`src/rtl/wb_regfile_if.sv`:
```
// Retire-bus types and the writeback/register-file interface between the
// memory stage, the decode read ports and the commit trace consumers.
package wb_regfile_pkg;

   typedef logic [31:0] bus32_t;

   typedef struct packed {
      logic       valid;
      logic       write_rd;
      logic [4:0] rd;
   } instr_t;

   typedef struct packed {
      instr_t instr;
      bus32_t result;
   } mem_to_wb_t;

endpackage

interface wb_regfile_if;
   import wb_regfile_pkg::*;

   mem_to_wb_t  mem_to_wb_i;
   logic [4:0]  rs1_addr_i;
   logic [4:0]  rs2_addr_i;
   bus32_t      rs1_data_o;
   bus32_t      rs2_data_o;
   logic [63:0] instret_o;
   logic        retire_o;
   logic [4:0]  retire_rd_o;
   bus32_t      retire_data_o;

   modport master (
      output mem_to_wb_i, rs1_addr_i, rs2_addr_i,
      input  rs1_data_o, rs2_data_o, instret_o, retire_o, retire_rd_o, retire_data_o
   );

   modport slave (
      input  mem_to_wb_i, rs1_addr_i, rs2_addr_i,
      output rs1_data_o, rs2_data_o, instret_o, retire_o, retire_rd_o, retire_data_o
   );

endinterface

```
`src/rtl/wb_regfile.sv`:
```
// Writeback stage: commits results to the integer register file, counts retirements
// and emits a one-cycle commit trace. Define TARTARUGA_WB_BYPASS_EN for write-through reads.
module wb_regfile
   import wb_regfile_pkg::*;
#(
   parameter int NUM_REGS = 32,
   parameter int XLEN     = 32
) (
   input logic         clk_i,
   input logic         rst_i,
   wb_regfile_if.slave wb
);

   localparam int AW = $clog2(NUM_REGS);

   logic [XLEN-1:0] regs_q [NUM_REGS];
   logic [XLEN-1:0] regs_d [NUM_REGS];
   logic [63:0]     instret_q;
   logic [63:0]     instret_d;
   logic            retire_q;
   logic            retire_d;
   logic [4:0]      retire_rd_q;
   logic [4:0]      retire_rd_d;
   logic [XLEN-1:0] retire_data_q;
   logic [XLEN-1:0] retire_data_d;

   logic            valid;
   logic            wen;
   logic [4:0]      rd;
   logic [AW-1:0]   rd_idx;
   logic [AW-1:0]   rs1_idx;
   logic [AW-1:0]   rs2_idx;
   logic [XLEN-1:0] result;
   logic [XLEN-1:0] rs1_data;
   logic [XLEN-1:0] rs2_data;

   assign valid   = wb.mem_to_wb_i.instr.valid;
   assign rd      = wb.mem_to_wb_i.instr.rd;
   assign result  = wb.mem_to_wb_i.result;
   assign wen     = valid & wb.mem_to_wb_i.instr.write_rd & (rd != 5'd0);
   assign rd_idx  = rd[AW-1:0];
   assign rs1_idx = wb.rs1_addr_i[AW-1:0];
   assign rs2_idx = wb.rs2_addr_i[AW-1:0];

   // Next-state: commit, retirement count and trace all derive from the same retiring slot.
   always_comb begin
      regs_d = regs_q;
      if (wen) begin
         regs_d[rd_idx] = result;
      end
      instret_d     = valid ? instret_q + 64'd1 : instret_q;
      retire_d      = valid;
      retire_rd_d   = wen ? rd : 5'd0;
      retire_data_d = wen ? result : '0;
   end

   always_ff @(posedge clk_i or posedge rst_i) begin
      if (rst_i) begin
         regs_q        <= '{default: '0};
         instret_q     <= '0;
         retire_q      <= 1'b0;
         retire_rd_q   <= '0;
         retire_data_q <= '0;
      end else begin
         regs_q        <= regs_d;
         instret_q     <= instret_d;
         retire_q      <= retire_d;
         retire_rd_q   <= retire_rd_d;
         retire_data_q <= retire_data_d;
      end
   end

   // Reads are masked during reset so a pending bypass cannot leak a discarded result.
   always_comb begin
      rs1_data = '0;
      if (!rst_i && wb.rs1_addr_i != 5'd0) begin
         rs1_data = regs_q[rs1_idx];
`ifdef TARTARUGA_WB_BYPASS_EN
         if (wen && wb.rs1_addr_i == rd) begin
            rs1_data = result;
         end
`endif
      end
   end

   always_comb begin
      rs2_data = '0;
      if (!rst_i && wb.rs2_addr_i != 5'd0) begin
         rs2_data = regs_q[rs2_idx];
`ifdef TARTARUGA_WB_BYPASS_EN
         if (wen && wb.rs2_addr_i == rd) begin
            rs2_data = result;
         end
`endif
      end
   end

   assign wb.rs1_data_o    = rs1_data;
   assign wb.rs2_data_o    = rs2_data;
   assign wb.instret_o     = instret_q;
   assign wb.retire_o      = retire_q;
   assign wb.retire_rd_o   = retire_rd_q;
   assign wb.retire_data_o = retire_data_q;

endmodule

```
`src/flat_wrapper.sv`:
```
// flat-port wrapper written by rule: the top's interface ports become plain ports
module wb_regfile_flat import wb_regfile_pkg::*;
#(
   parameter int NUM_REGS = 32,
   parameter int XLEN     = 32
)
  (clk_i, rst_i, wb_mem_to_wb_i, wb_rs1_addr_i, wb_rs2_addr_i, wb_rs1_data_o, wb_rs2_data_o, wb_instret_o, wb_retire_o, wb_retire_rd_o, wb_retire_data_o);
  wb_regfile_if wb_i ();
  input logic clk_i;
  input logic rst_i;
  input wire logic [$bits(wb_i.mem_to_wb_i)-1:0] wb_mem_to_wb_i;
  input wire logic [$bits(wb_i.rs1_addr_i)-1:0] wb_rs1_addr_i;
  input wire logic [$bits(wb_i.rs2_addr_i)-1:0] wb_rs2_addr_i;
  output wire logic [$bits(wb_i.rs1_data_o)-1:0] wb_rs1_data_o;
  output wire logic [$bits(wb_i.rs2_data_o)-1:0] wb_rs2_data_o;
  output wire logic [$bits(wb_i.instret_o)-1:0] wb_instret_o;
  output wire logic [$bits(wb_i.retire_o)-1:0] wb_retire_o;
  output wire logic [$bits(wb_i.retire_rd_o)-1:0] wb_retire_rd_o;
  output wire logic [$bits(wb_i.retire_data_o)-1:0] wb_retire_data_o;
  assign wb_i.mem_to_wb_i = wb_mem_to_wb_i;
  assign wb_i.rs1_addr_i = wb_rs1_addr_i;
  assign wb_i.rs2_addr_i = wb_rs2_addr_i;
  assign wb_rs1_data_o = wb_i.rs1_data_o;
  assign wb_rs2_data_o = wb_i.rs2_data_o;
  assign wb_instret_o = wb_i.instret_o;
  assign wb_retire_o = wb_i.retire_o;
  assign wb_retire_rd_o = wb_i.retire_rd_o;
  assign wb_retire_data_o = wb_i.retire_data_o;
  wb_regfile #(.NUM_REGS(NUM_REGS), .XLEN(XLEN)) u_core (.clk_i(clk_i), .rst_i(rst_i), .wb(wb_i));
endmodule
```
`config.mk`:
```
export PLATFORM = sky130hd
export DESIGN_NAME = wb_regfile_flat
export DESIGN_NICKNAME = d
export VERILOG_FILES = /design/src/rtl/wb_regfile_if.sv /design/src/rtl/wb_regfile.sv /design/src/flat_wrapper.sv
export SDC_FILE = /design/constraint.sdc
export NUM_CORES = 2
export LEC_CHECK = 0
export ABC_AREA = 0
export BUFFER_PORTS_ARGS = -buffer_cell sky130_fd_sc_hd__buf_4
export CORE_UTILIZATION = 63
export DETAILED_ROUTE_END_ITERATION = 8
export GPL_TIMING_DRIVEN = 1
export PLACE_DENSITY = 0.82
export RECOVER_POWER = 100
export SKIP_CTS_REPAIR_TIMING = 1
export SLEW_MARGIN = 20
export SYNTH_ARGS = -nofsm -noshare
export SYNTH_HDL_FRONTEND = slang
export SYNTH_SLANG_ARGS = --single-unit
```
`constraint.sdc`:
```
create_clock -name clk_i -period 42.3 [get_ports clk_i]
set_clock_uncertainty 0.15 [all_clocks]
set_input_delay 0 -clock clk_i [delete_from_list [all_inputs] [get_ports clk_i]]
set_output_delay 0 -clock clk_i [all_outputs]
set_load 0.05 [all_outputs]
```
# == Word-level counts from Yosys, hierarchy flattened ==
# Cells that the tools add are included.
# op_classes
n_lt_le_gt_ge,4
n_mux,13
bitwise,5
reduce_logical,7
n_addsub,1
# ops
op,n
bitwise mux 1024 bit,1
binary-select mux 32 bit (select 5 bit),2
two-way mux 32 bit,8
demux 32 bit (select 5 bit),1
adder 64 x 1 -> 64 bit (second input constant),1
>= comparator 6 bit (second input constant),3
inverter 5 -> 6 bit,3
nonzero test 5 bit,3
less-than comparator 6 x 1 -> 1 bit (second input constant),1
two-way mux 5 bit,1
logical AND 1 bit,3
bitwise AND 1 bit,2
logical NOT 1 bit,1
# word_totals
elab_cells,66
output_inout_bits,166
in_bits,51
ff_bits,1126

# == Logic depth before layout (Yosys ltp) ==
# logic_depth
depth_word,6
mapped_depth,9
mapped_depth_nobuf,6

# == Worst setup path after synthesis ==
# No wires, ideal clock.
# synth_path
kind,flip-flop to flip-flop
from,"register u_core.instret_q[2], in the netlist u_core.wb.instret_o[2]"
to,"register u_core.instret_q[51], in the netlist u_core.wb.instret_o[51]"
t_required_ps,42068
slack_ps,39636
period_less_slack_ps,2664
path_stages_with_launch,8
setup_ps,82
n_path_buf,2
arrival_time_ps,2432
cell_sequence,dfrtp_1 > nand4_2 > or4_1 > buf_2 > or3_4 > buf_6 > nor3_2 > xor2_1
# synth_between
elab_chain_len,1
# synth_rtl
element,line_no,source
from (decl),wb_regfile.sv:18,logic [63:0] instret_q;
from (signal assigned),wb_regfile.sv:66,instret_q <= instret_d;
adder 64 x 1 -> 64 bit,wb_regfile.sv:51,instret_d = valid ? instret_q + 64'd1 : instret_q;
# Every way passes these cells.
# A chain may end at the register's enable or synchronous reset.

==> metrics.yaml <==
routing:
  drc: 0
  vias: 39520
  routed_wl_um: 170800
  ant_nets: 0
  firstDrtPassIters: 7
  viasPerCell: 7.075
  wire_per_inst_um: 30.57
  drt_iter0_drc: 4575
synth:
  ys_seq_elements: 1126
  syn_area_sq_um: 58750
  synth-edff-count: 0
  syn_area_per_cell_sq_um: 13.91
  ys.flop_type: "dfrtp_1"
  ys_types: 41
  async_flop_share: 1.000
  synth_nets: 4276
  yosysWarnings: 0
  synth-seq-area-share: 0.4796
  synthCells: 4224
power_and_ir_drop:
  ir_worst_vdd_v: 0.00004328
  seqPwrFrac: 0.464
  leakage_nw: 29.68
  p_int_w: 0.002039
  power_frac_comb: 0.171
  p_sw_w: 0.0007779
  power_density_nw_per_um2: 43.58
  p_total_w: 0.002817
  sw_frac_of_total: 0.2762
  clkPwrFrac: 0.365
sta:
  tightest_slew_ns: 9.559
  setup_tns_ns: 0
  fin_crit_ns: 15.94
  grt_setup_unrepaired: "false"
  worst_slack_ns: 26.36
  min_period_over_period: 0.3768
  hold_viol: 0
  slew_violations: 2535
  timing.fmax_mhz: 62.75
  relSlewSlack: -5.372
  setup_violations: 0
clock_network:
  root_buffer: "clkbuf_16"
  htreeDepth: 3
  clock_latency_ns: 0.70
  cts_tree: "done"
  clkSinkCount: 1126
  cts_buffers: 116
  cts.path.max_buffers: 3
  cts.clk_slew.worst_paths_ns: 0.06
worst_setup_path:
  crit_slowest_cell: "clkbuf_1"
  startpoint_type: "input port"
  end_kind: "asynchronous set/reset pin"
  cp_max_fo: 183
  worstPathArrival_ns: 14.18
  worstPathRequired_ns: 40.54
  crit_path_frequent_cell: "clkbuf_1"
  crit_chain: "dlygate4sd3_1, clkbuf_1, dlygate4sd3_1, clkinvlp_2, clkbuf_1, clkbuf_1"
  crit_type: "input port to asynchronous set/reset pin"
  cpPeakStageDelay_ns: 6.82
placement:
  place_hpwl_um: 95990
  dp_slack_ns: 37.70
  placed_area_sq_um: 61210
  numPortBuffers: 216
  gp_congestion: 0.8454
outcome:
  violations: "max-capacitance violations, max-slew violations"
  outcome: "complete, but fails checks"
cells_and_area:
  drive_above_1_share: 0.3695
  nets: 4299
  layout_commonest_cell: "dfrtp_1"
  final_core_util: 0.7019
  areaGrowthSynthToFinish_pct: 10.01
  mostFrequentLayoutCells: "dfrtp_1 (1126), mux2_2 (990), mux2i_1 (512)"
  fin_area_sq_um: 64630
floorplanning:
  die_h_um: 307.4
  rows: 111
  fp.dieArea_sq_um: 94490
  start_util: 0.6381
  ioPinCount: 217
  die_width_um: 307.4
  core_area_sq_um: 92080
global_route:
  grt_start_max_net_pins: 184
  overflow: 0
  grt_pass1_vias: 39830
  track_usage: 0.3615
  grt_pass1_wl_um: 254900
  antenna_found_initial: 4
job:
  maxCapViolations: 72
worst_hold_path:
  hp-class: "input port to flop"
-- power by group through the flow --
stage | clock [W] | sequential [W] | combinational (W)
6_report | 0.00103 | 0.00131 | 0.000482
5_1_grt | 0.00108 | 0.00132 | 0.000511
4_1_cts | 0.00104 | 0.00130 | 0.000479
3_5_place_dp | 0 | 0.00132 | 0.000476
3_3_place_gp | 0 | 0.00131 | 0.000463
2_1_floorplan | 0 | 0.00131 | 0.000357
-- final cells by class --
type | count | area (sq um)
Timing Repair Buffer | 360 | 2121
Antenna cell | 2 | 5.005
Clock inverter | 45 | 483.0
Inverter | 8 | 31.28
Tap cell | 1243 | 1555
Fill cell | 6239 | 27450
Multi-Input combinational cell | 2635 | 28890
Sequential cell | 1126 | 28180
Clock buffer | 167 | 3374
-- flip-flops by register name, indices dropped and copies added, names as in the netlist --
register and count:
u_core.wb.instret_o 64, u_core.wb.retire_data_o 32, u_core.wb.retire_o 1, u_core.wb.retire_rd_o 5, u_core.regs_q 1024
-- kinds of logic after synthesis --
kind of cell    synth area share
mux                       0.4002
flops                     0.4796
fa+ha+maj              0.0002129
compound gates           0.05503
xor+xnor                0.009391
simple gates             0.02532
buf+inv                  0.03026
-- cells in the mapped netlist (51+ instances only) --
cell | count | area share
mux2i_1 | 512 | 0.087
dfrtp_1 | 1126 | 0.48
a22o_1 | 64 | 0.0095
nand3_1 | 75 | 0.0064
buf_1 | 75 | 0.0048
clkbuf_1 | 353 | 0.023
nor2_1 | 51 | 0.0033
mux4_2 | 320 | 0.12
a211o_1 | 64 | 0.0095
mux2_2 | 992 | 0.19
o22ai_1 | 64 | 0.0068
a22oi_1 | 128 | 0.016
a21oi_1 | 102 | 0.0087
-- layer usage --
metal | GRT usage | routed length, um | vias to the layer above
met5 | 0 | 0 | -
met4 | 0.1481 | 7150 | 0
met3 | 0.08836 | 17390 | 513
met2 | 0.5555 | 79640 | 2127
met1 | 0.4971 | 66600 | 20850
li1 | - | - | 16030
-- metrics by stage --
stage / hold slack (ns) / cells
after floorplan: -0.1186 / 4224
after global placement: 0.1098 / 5309
after detailed placement: 0.1169 / 5309
after CTS: -0.6402 / 5521
after global routing: 0.06125 / 5585
final: 0.02807 / 5586
-- worst max-delay path: cells and delay by family --
kind / cells / cell delay, ns
buf+inv: 6 / 13.85
-- path summary, 6_finish.rpt --
check	from	to	slack, ns	cells past startpoint
worst min-delay path	wb_mem_to_wb_i[37]	u_core.wb.retire_rd_o[0]$_DFF_PP0_	0.03	3
worst max-delay path	rst_i	u_core.regs_q[323]$_DFFE_PP0P_	26.36	6
worst max register to register	u_core.wb.instret_o[2]$_DFFE_PP0P_	u_core.wb.instret_o[43]$_DFFE_PP0P_	39.02	5
min in group asynchronous	rst_i	u_core.wb.retire_data_o[11]$_DFF_PP0_	2.17	4
worst min register to register	u_core.regs_q[1010]$_DFFE_PP0P_	u_core.regs_q[1010]$_DFFE_PP0P_	0.25	0
max in group clk_i	wb_rs1_addr_i[0]	wb_rs1_data_o[27]	29.87	7
Power figures use the tool's default switching activity.
